File: src/rtl/keypad_scanner_db.sv
// Matrix keypad scanner: drives one row at a time, classifies each full frame,
// and debounces single-key presses and releases into a ready/valid key stream.
module keypad_scanner_db #(
  parameter int ROWS     = 4,
  parameter int COLS     = 4,
  parameter int SCAN_DIV = 50000,
  parameter int DEBOUNCE = 3,
  localparam int CW      = $clog2(ROWS * COLS)
) (
  input  logic            clk,
  input  logic            rst_n,
  input  logic [COLS-1:0] col_in,
  output logic [ROWS-1:0] row_drv,
  output logic [CW-1:0]   key_code,
  output logic            key_valid,
  input  logic            key_ready,
  output logic            key_held,
  output logic            key_rel,
  output logic            overrun,
  input  logic            clr_ovr
);

  localparam int DW  = $clog2(SCAN_DIV);
  localparam int RW  = $clog2(ROWS);
  localparam int CLW = $clog2(COLS);

  typedef enum logic [1:0] {
    IDLE,
    PRESS_DB,
    PRESSED,
    REL_DB
  } state_t;

  logic [COLS-1:0] sync1_q, sync2_q;
  logic [DW-1:0]   div_q, div_d;
  logic [RW-1:0]   row_q, row_d;
  logic [1:0]      accCnt_q, accCnt_d;
  logic [CW-1:0]   accCode_q, accCode_d;
  state_t          state_q, state_d;
  logic [3:0]      cnt_q, cnt_d;
  logic [CW-1:0]   cand_q, cand_d;
  logic [CW-1:0]   keyCode_q, keyCode_d;
  logic            keyValid_q, keyValid_d;
  logic            keyRel_q, keyRel_d;
  logic            overrun_q, overrun_d;

  logic            tick, lastRow, frameEnd;
  logic [1:0]      sampCnt;
  logic [CLW-1:0]  sampCol;
  logic [CW-1:0]   sampCode;
  logic [1:0]      frameCnt;
  logic [CW-1:0]   frameCode;
  logic            isNone, isSingle, isMatch;
  logic [3:0]      cntInc;
  logic            cntDone;
  logic            pressEv, relEv;

  assign tick     = (div_q == DW'(SCAN_DIV - 1));
  assign lastRow  = (row_q == RW'(ROWS - 1));
  assign frameEnd = tick && lastRow;

  always_comb begin
    row_drv        = '0;
    row_drv[row_q] = 1'b1;
  end

  // Count set column bits (saturating at 2) and remember the lowest one.
  always_comb begin
    sampCnt = 2'd0;
    sampCol = '0;
    for (int j = 0; j < COLS; j++) begin
      if (sync2_q[j]) begin
        if (sampCnt == 2'd0) sampCol = CLW'(j);
        if (sampCnt != 2'd2) sampCnt = sampCnt + 2'd1;
      end
    end
    sampCode = CW'(row_q) * CW'(COLS) + CW'(sampCol);
  end

  // Merge this row's sample into the running frame classification.
  always_comb begin
    if ((3'(accCnt_q) + 3'(sampCnt)) >= 3'd2) frameCnt = 2'd2;
    else                                      frameCnt = accCnt_q + sampCnt;
    frameCode = (accCnt_q != 2'd0) ? accCode_q : sampCode;
  end

  always_comb begin
    div_d     = tick ? '0 : div_q + DW'(1);
    row_d     = row_q;
    accCnt_d  = accCnt_q;
    accCode_d = accCode_q;
    if (tick) begin
      row_d     = lastRow ? '0 : row_q + RW'(1);
      accCnt_d  = lastRow ? 2'd0 : frameCnt;
      accCode_d = lastRow ? '0 : frameCode;
    end
  end

  assign isNone   = (frameCnt == 2'd0);
  assign isSingle = (frameCnt == 2'd1);
  assign isMatch  = isSingle && (frameCode == cand_q);
  assign cntInc   = cnt_q + 4'd1;
  assign cntDone  = (cntInc == 4'(DEBOUNCE));

  always_comb begin
    state_d = state_q;
    cnt_d   = cnt_q;
    cand_d  = cand_q;
    pressEv = 1'b0;
    relEv   = 1'b0;
    if (frameEnd) begin
      case (state_q)
        IDLE: begin
          if (isSingle) begin
            cand_d = frameCode;
            cnt_d  = 4'd1;
            if (DEBOUNCE == 1) begin
              state_d = PRESSED;
              pressEv = 1'b1;
            end else begin
              state_d = PRESS_DB;
            end
          end
        end
        PRESS_DB: begin
          if (isMatch) begin
            cnt_d = cntInc;
            if (cntDone) begin
              state_d = PRESSED;
              pressEv = 1'b1;
            end
          end else begin
            state_d = IDLE;
            cnt_d   = 4'd0;
          end
        end
        PRESSED: begin
          if (!isMatch) begin
            if (DEBOUNCE == 1) begin
              state_d = IDLE;
              cnt_d   = 4'd0;
              relEv   = 1'b1;
            end else begin
              state_d = REL_DB;
              cnt_d   = 4'd1;
            end
          end
        end
        REL_DB: begin
          if (isNone) begin
            cnt_d = cntInc;
            if (cntDone) begin
              state_d = IDLE;
              cnt_d   = 4'd0;
              relEv   = 1'b1;
            end
          end else if (isMatch) begin
            state_d = PRESSED;
          end else begin
            cnt_d = 4'd0;
          end
        end
        default: state_d = IDLE;
      endcase
    end
  end

  // A press arriving while the previous key is still unconsumed is dropped and flagged.
  always_comb begin
    keyCode_d  = keyCode_q;
    keyValid_d = keyValid_q;
    overrun_d  = overrun_q;
    keyRel_d   = relEv;
    if (keyValid_q && key_ready) keyValid_d = 1'b0;
    if (clr_ovr) overrun_d = 1'b0;
    if (pressEv) begin
      if (!keyValid_q || key_ready) begin
        keyCode_d  = cand_d;
        keyValid_d = 1'b1;
      end else begin
        overrun_d = 1'b1;
      end
    end
  end

  always_ff @(posedge clk or negedge rst_n) begin
    if (!rst_n) begin
      sync1_q    <= '0;
      sync2_q    <= '0;
      div_q      <= '0;
      row_q      <= '0;
      accCnt_q   <= 2'd0;
      accCode_q  <= '0;
      state_q    <= IDLE;
      cnt_q      <= 4'd0;
      cand_q     <= '0;
      keyCode_q  <= '0;
      keyValid_q <= 1'b0;
      keyRel_q   <= 1'b0;
      overrun_q  <= 1'b0;
    end else begin
      sync1_q    <= col_in;
      sync2_q    <= sync1_q;
      div_q      <= div_d;
      row_q      <= row_d;
      accCnt_q   <= accCnt_d;
      accCode_q  <= accCode_d;
      state_q    <= state_d;
      cnt_q      <= cnt_d;
      cand_q     <= cand_d;
      keyCode_q  <= keyCode_d;
      keyValid_q <= keyValid_d;
      keyRel_q   <= keyRel_d;
      overrun_q  <= overrun_d;
    end
  end

  assign key_code  = keyCode_q;
  assign key_valid = keyValid_q;
  assign key_rel   = keyRel_q;
  assign overrun   = overrun_q;
  assign key_held  = (state_q == PRESSED) || (state_q == REL_DB);

endmodule

File: config.mk
export PLATFORM = sky130hd
export DESIGN_NAME = keypad_scanner_db
export DESIGN_NICKNAME = d
export VERILOG_FILES = /design/src/rtl/keypad_scanner_db.sv
export SDC_FILE = /design/constraint.sdc
export NUM_CORES = 1
export LEC_CHECK = 0
export ABC_AREA = 1
export CORE_MARGIN = 2
export CORE_UTILIZATION = 35
export DETAILED_ROUTE_END_ITERATION = 6
export GPL_ROUTABILITY_DRIVEN = 0
export GPL_TIMING_DRIVEN = 0
export MAX_ROUTING_LAYER = met4
export SLEW_MARGIN = 25
export SYNTH_ARGS = -nofsm -noshare
export SYNTH_HDL_FRONTEND = slang
export SYNTH_SLANG_ARGS = --single-unit
File: constraint.sdc
create_clock -name clk -period 2.78 [get_ports clk]
set_input_delay 0.556 -clock clk [delete_from_list [all_inputs] [get_ports clk]]
set_output_delay 0.556 -clock clk [all_outputs]
set_load 0.1 [all_outputs]
# ---- Word-level counts from Yosys, hierarchy flattened
# Cells that the tools add are included.
dict set report totals {
  regBits 49
  input_bits 8
  out_inout_bits 12
  wordCells 110
}
dict set report op_classes {
  add_sub_neg 9
  order_cmp 3
  n_eq_ne 17
  muxes 52
  reduce_logical 16
}
# operator n
set ops {}
lappend ops {{$mux 4} 11}
lappend ops {{$mux 2} 20}
lappend ops {{$mux 1} 17}
lappend ops {{$add 16x1->16 const B} 1}
lappend ops {{$eq 16x16->1 const B} 1}
lappend ops {{$mux 16} 1}
lappend ops {{$pmux 4 s4} 1}
lappend ops {{$ne 3x3->1 const B} 4}
lappend ops {{$logic_not 2->1} 5}
lappend ops {{$ne 2x2->1 const B} 5}
lappend ops {{$add 2x1->2 const B} 4}
lappend ops {{$pmux 2 s4} 1}
lappend ops {{$eq 2x2->1 const B} 3}
lappend ops {{$reduce_and 6->1} 1}
lappend ops {{$add 4x1->4 const B} 1}
lappend ops {{$add 4x2->4} 1}
lappend ops {{$eq 2x1->1 const B} 2}
lappend ops {{$eq 4x2->1 const B} 1}
lappend ops {{$eq 4x4->1} 1}
lappend ops {{$logic_and 1x1->1} 4}
lappend ops {{$reduce_and 4->1} 1}
lappend ops {{$add 2x2->3} 1}
lappend ops {{$ge 3x2->1 const B} 1}
lappend ops {{$lt 2x3->1 const B} 1}
lappend ops {{7 further kinds} 8}

# ---- Depth between registers and ports, before layout
dict set report logic_depth {
  word_depth 19
  ltp_mapped 20
  ltp_nobuf 20
}

# ---- Worst setup path before layout
# OpenSTA, ideal clock, no wires.
dict set report synth_timing {
  path_kind {register -> register}
  from {register sync2_q[0]}
  to {register keyCode_q[0], in the netlist key_code[0]}
  setup_time_ps 117
  t_arrival_ps 2765
  required_ps 2663
  slack_ps -102
  stages_incl_launch_ff 20
  n_path_buf 0
  synth_period_minus_slack_ps 2882
  cell_sequence {dfrtp_1 -> inv_1 -> ha_1 -> inv_1 -> nor2_1 -> inv_1 -> a31oi_1 -> a31oi_1 -> ha_1 -> inv_1 -> fa_1 -> nand2_1 -> nor2_2 -> nand3_1 -> nor2_4 -> nand2_4 -> nor2_8 -> nand4_4 -> o21ai_1 -> inv_1}
}
dict set report synth_via {
  elab_chain_cells 19
  word_cells_on_any_way 38
  cone_classes {add/sub (6); order compare (1); eq/ne (5); mux (21); reduce/logical (5)}
}
# item line_no
set synth_lines {}
lappend synth_lines {{from (decl)} 34} ;# logic [COLS-1:0] sync1_q, sync2_q;
lappend synth_lines {{from (signal assigned)} 203} ;# sync2_q <= sync1_q;
lappend synth_lines {{$mux 1 (*)} 72} ;# if (sync2_q[j]) begin
lappend synth_lines {{$add 2x1->2 / $ne 2x2->1 (equally long branches)} 74} ;# if (sampCnt != 2'd2) sampCnt = sampCnt + 2'd1;
lappend synth_lines {{$mux 2} 74}
lappend synth_lines {{$mux 2} 72}
lappend synth_lines {{$add 2x1->2 / $ne 2x2->1 (equally long branches)} 74}
lappend synth_lines {{$mux 2} 74}
lappend synth_lines {{$mux 2} 72}
lappend synth_lines {{$add 2x1->2 / $ne 2x2->1 (equally long branches)} 74}
lappend synth_lines {{[3 not listed]} --}
lappend synth_lines {{$ge 3x2->1} 82} ;# if ((3'(accCnt_q) + 3'(sampCnt)) >= 3'd2) frameCnt = 2'd2;
lappend synth_lines {{$mux 2} 82}
lappend synth_lines {{$eq 2x1->1} 100} ;# assign isSingle = (frameCnt == 2'd1);
lappend synth_lines {{$logic_and 1x1->1} 101} ;# assign isMatch = isSingle && (frameCode == cand_q);
lappend synth_lines {{$mux 1} 126} ;# if (isMatch) begin
lappend synth_lines {{$mux 1} 112} ;# case (state_q)
lappend synth_lines {{$mux 1} 111} ;# if (frameEnd) begin
lappend synth_lines {{$reduce_and 2->1 (no source line)} --}
lappend synth_lines {{to (signal assigned)} 211} ;# keyCode_q <= keyCode_d;
lappend synth_lines {{to (decl)} 42} ;# logic [CW-1:0] keyCode_q, keyCode_d;
# Mark *: on every way between the ends. The rest lies on a longest branch, timed or not.
# A chain may end at the register's enable or synchronous reset.

# ---- Final worst setup path
dict set report layout_timing {
  from {register sync2_q[0]}
  to {register keyCode_q[3], in the netlist key_code[3]}
}
# The elaborated chain is that of the path after synthesis.

==> flow_summary_export.csv <==
group,metric,value,unit
outcome,status,"complete, but fails checks",
outcome,failed_checks,"negative setup slack",
timing,worst_pin_slew,0.977,ns
logic_synthesis,synthCells,321,
worst_setup_path,crit_family,"simple AND/OR/NAND/NOR gates",
grt,antenna_found_initial,0,
grt,overflow,0,
timing,tns,-1.53,ns
timing,max_slew_margin,0.347,
worst_setup_path,max_stage_delay,0.48,ns
detailed_routing,antenna_left,0,
logic_synthesis,async_reset_ff_frac,1.00,
power_and_ir_drop,peakVddDrop,0.235,mV
timing,hold_violations,0,
power_and_ir_drop,p_leak,0.00162,uW
timing,rsz0062_at_grt,"yes",
logic_synthesis,synth_ff_type,"dfrtp_1",
worst_setup_path,critPathKind,"flop to flop",
finish,antennaDiodeCount,0,
finish,area_growth_syn_to_layout,19.9,%
finish,n_fill_cell,755,
cts,insertion_delay,0.30,ns
cts,numCtsBuffers,5,
worst_setup_path,crit_chain,"inv_2 -> buf_4 -> ha_1 -> nand2_1 -> a31oi_2 -> a31oi_1 -> ha_2 -> inv_2 -> fa_1 -> nand2_2 -> nor2_4 -> nand3_2 -> nor2_4 -> nand2_4 -> nor2_8 -> nand4_4 -> o21ai_1 -> inv_1",
logic_synthesis,synthesis.area,2710,um^2
logic_synthesis,seq_area_frac_synth,0.453,
cts,clkSlewWorstSetupHoldPaths,0.09,ns
finish,post-route-util,0.427,
grt,grt_max_degree,50,
finish,multi_input_area,1290,um^2
logic_synthesis,synth_cell_types,35,
logic_synthesis,synth_seq_cells,49,
grt,grt_util_all_layers,0.134,
timing,fin_crit,2.99,ns
floorplanning,rows,32,
logic_synthesis,synth_nets,343,
floorplanning,core_area,7610,um^2
cts,cts_tree,"done",
cts,cts-root-buf,"clkbuf_8",
job,drv_cap,0,
timing,fmax,0.334,GHz
finish,seq_area,1230,um^2
finish,final_nets,377,
worst_setup_path,critPathLaunchType,"flop",
logic_synthesis,synth-edff-count,0,
logic_synthesis,synth-warning-count,0,
place,place_hpwl,3530,um
cts,clockBufferDepth,2,
worst_setup_path,slowest_stage,"fa_1",
cts,cts_num_sinks,49,
finish,drive_gt1_frac,0.197,
worst_setup_path,worstSetupEndpointType,"flop",
timing,clock_skew,0.00638,ns
worst_setup_path,worst-path-buf-inv,4,
logic_synthesis,avgSynthCellArea,8.44,um^2
timing,holdWs,0.266,ns
floorplanning,die_w,92.0,um
cts,cts_max_level,2,
power_and_ir_drop,power_density,383,nW/um^2
timing,fin_crit_sh,1.08,
detailed_routing,viasPerCell,4.40,
detailed_routing,drt-total-wl,4860,um
grt,first_global_vias,2020,
timing,setup_ws,-0.210,ns
detailed_routing,first_pass_iters,4,
floorplanning,initial_core_util,0.356,
timing,finalSetupViolCount,10,
floorplanning,die_area,8460,um^2
floorplanning,die_h,92.0,um
floorplanning,ios,20,
detailed_routing,drc_errors,0,
detailed_routing,wl_per_cell,10.6,um
detailed_routing,drt-initial-drc-count,64,
timing,finalMaxSlewViolations,0,
detailed_routing,num_vias,2013,
min_path,hp-class,"input port to asynchronous set/reset pin",
worst_setup_path,worstPathArrival,3.18,ns
worst_setup_path,cp.required,2.97,ns
place,portBuffers,19,
worst_setup_path,cp_max_fo,8,
grt,grt_pass1_wl,9010,um
## state kept, by name, indices dropped and copies added (netlist names)
register and cells:
row_q 2, state_q 2, sync2_q 4, key_rel 1
accCode_q 4, sync1_q 4, key_valid 1, cand_q 4
key_code 4, div_q 16, accCnt_q 2, overrun 1
cnt_q 4
## worst paths after layout
path,from,to,slack [ns],cells after the start
min in group clk,sync1_q[1],sync2_q[1],0.35,0
setup / recovery,sync2_q[0],key_code[3],-0.21,18
setup reg to reg,sync2_q[0],key_code[3],-0.21,18
hold / removal,rst_n,div_q[2],0.27,1
hold reg to reg,sync1_q[1],sync2_q[1],0.35,0
max in group asynchronous,rst_n,cand_q[1],2.09,1
## cell type report
| type | count | share of cell area |
|---|---|---|
| well taps | 102 | 0.0393 |
| clock inverters | 1 | 0.00231 |
| clock buffers | 6 | 0.0254 |
| repair buffers | 27 | 0.0778 |
| inverters | 66 | 0.0771 |
| multi-input cells | 204 | 0.398 |
| flip-flops and latches | 49 | 0.378 |
| plain buffers | 2 | 0.00270 |
## kinds of logic (layout without fill, tap and decap cells)
group                      after synthesis  count (layout)  share of synthesized area
and+or+nand+nor                        148             148                      0.282
buffers and inverters                   68             102                     0.0947
DFF                                     49              49                      0.453
AOI/OAI and AO/OA                       34              34                     0.0771
adders and majority gates               14              14                     0.0674
xor gates and xnor gates                 8               8                     0.0259
## power breakdown
group / total, uW / switching, uW / internal (uW)
Combinational: 96.6 / 58.5 / 38.1
Sequential: 722 / 4.16 / 718
Clock: 423 / 226 / 197
Total: 1240 / 289 / 953
## timing repair
item                                    in CTS  in global routing
gates resized for setup                      5                 11
pin swaps                                    9                  2
setup buffers                                7                  1
hold endpoints to repair                     0                  0
endpoints found under the setup margin      12                 18
hold buffers                                 0                  0
## Yosys cell counts (all sizes together), types with 5 or more instances
master   n  share of area
xor2     6          0.019
inv     63          0.087
ha      13          0.060
nand4    8          0.024
a21oi    5         0.0092
o21ai   15          0.028
nor2    40          0.084
dfrtp   49           0.45
nand2   75           0.12
o22ai    6          0.014
nand3   21          0.045
## per-layer routing
layer  track usage  wire (um)  up-vias  share of wire
met5             -          0        -              0
met1         0.166       2400      923           0.49
met4        0.0299         33        0         0.0068
li1              -          -     1064              -
met2         0.226       2270       22           0.47
met3        0.0304        148        4          0.030
## cell usage in the layout, fill, tap and decap left out, types with 5 or more instances in the layout
cell type / instances
a21oi_1: 5
buf_4: 9
clkbuf_8: 6
clkdlybuf4s50_1: 16
dfrtp_1: 49
ha_1: 11
inv_1: 51
inv_2: 12
nand2_1: 64
nand2_2: 8
nand3_1: 18
nand4_1: 7
nor2_1: 25
nor2_2: 7
nor2_4: 6
o21ai_0: 8
o21ai_2: 5
o22ai_1: 6
xor2_1: 6
## per-stage QoR
stage / power (uW) / area (um^2) / instances / setup slack [ns]
2_1_floorplan: 788 / 2740 / 321 / -0.0661
3_3_place_gp: 820 / 3060 / 442 / -0.343
3_5_place_dp: 821 / 3050 / 442 / -0.372
4_1_cts: 1260 / 3210 / 456 / -0.185
5_1_grt: 1310 / 3250 / 457 / -0.442
6_report: 1240 / 3250 / 457 / -0.210
(Power assumes the default switching activity.)
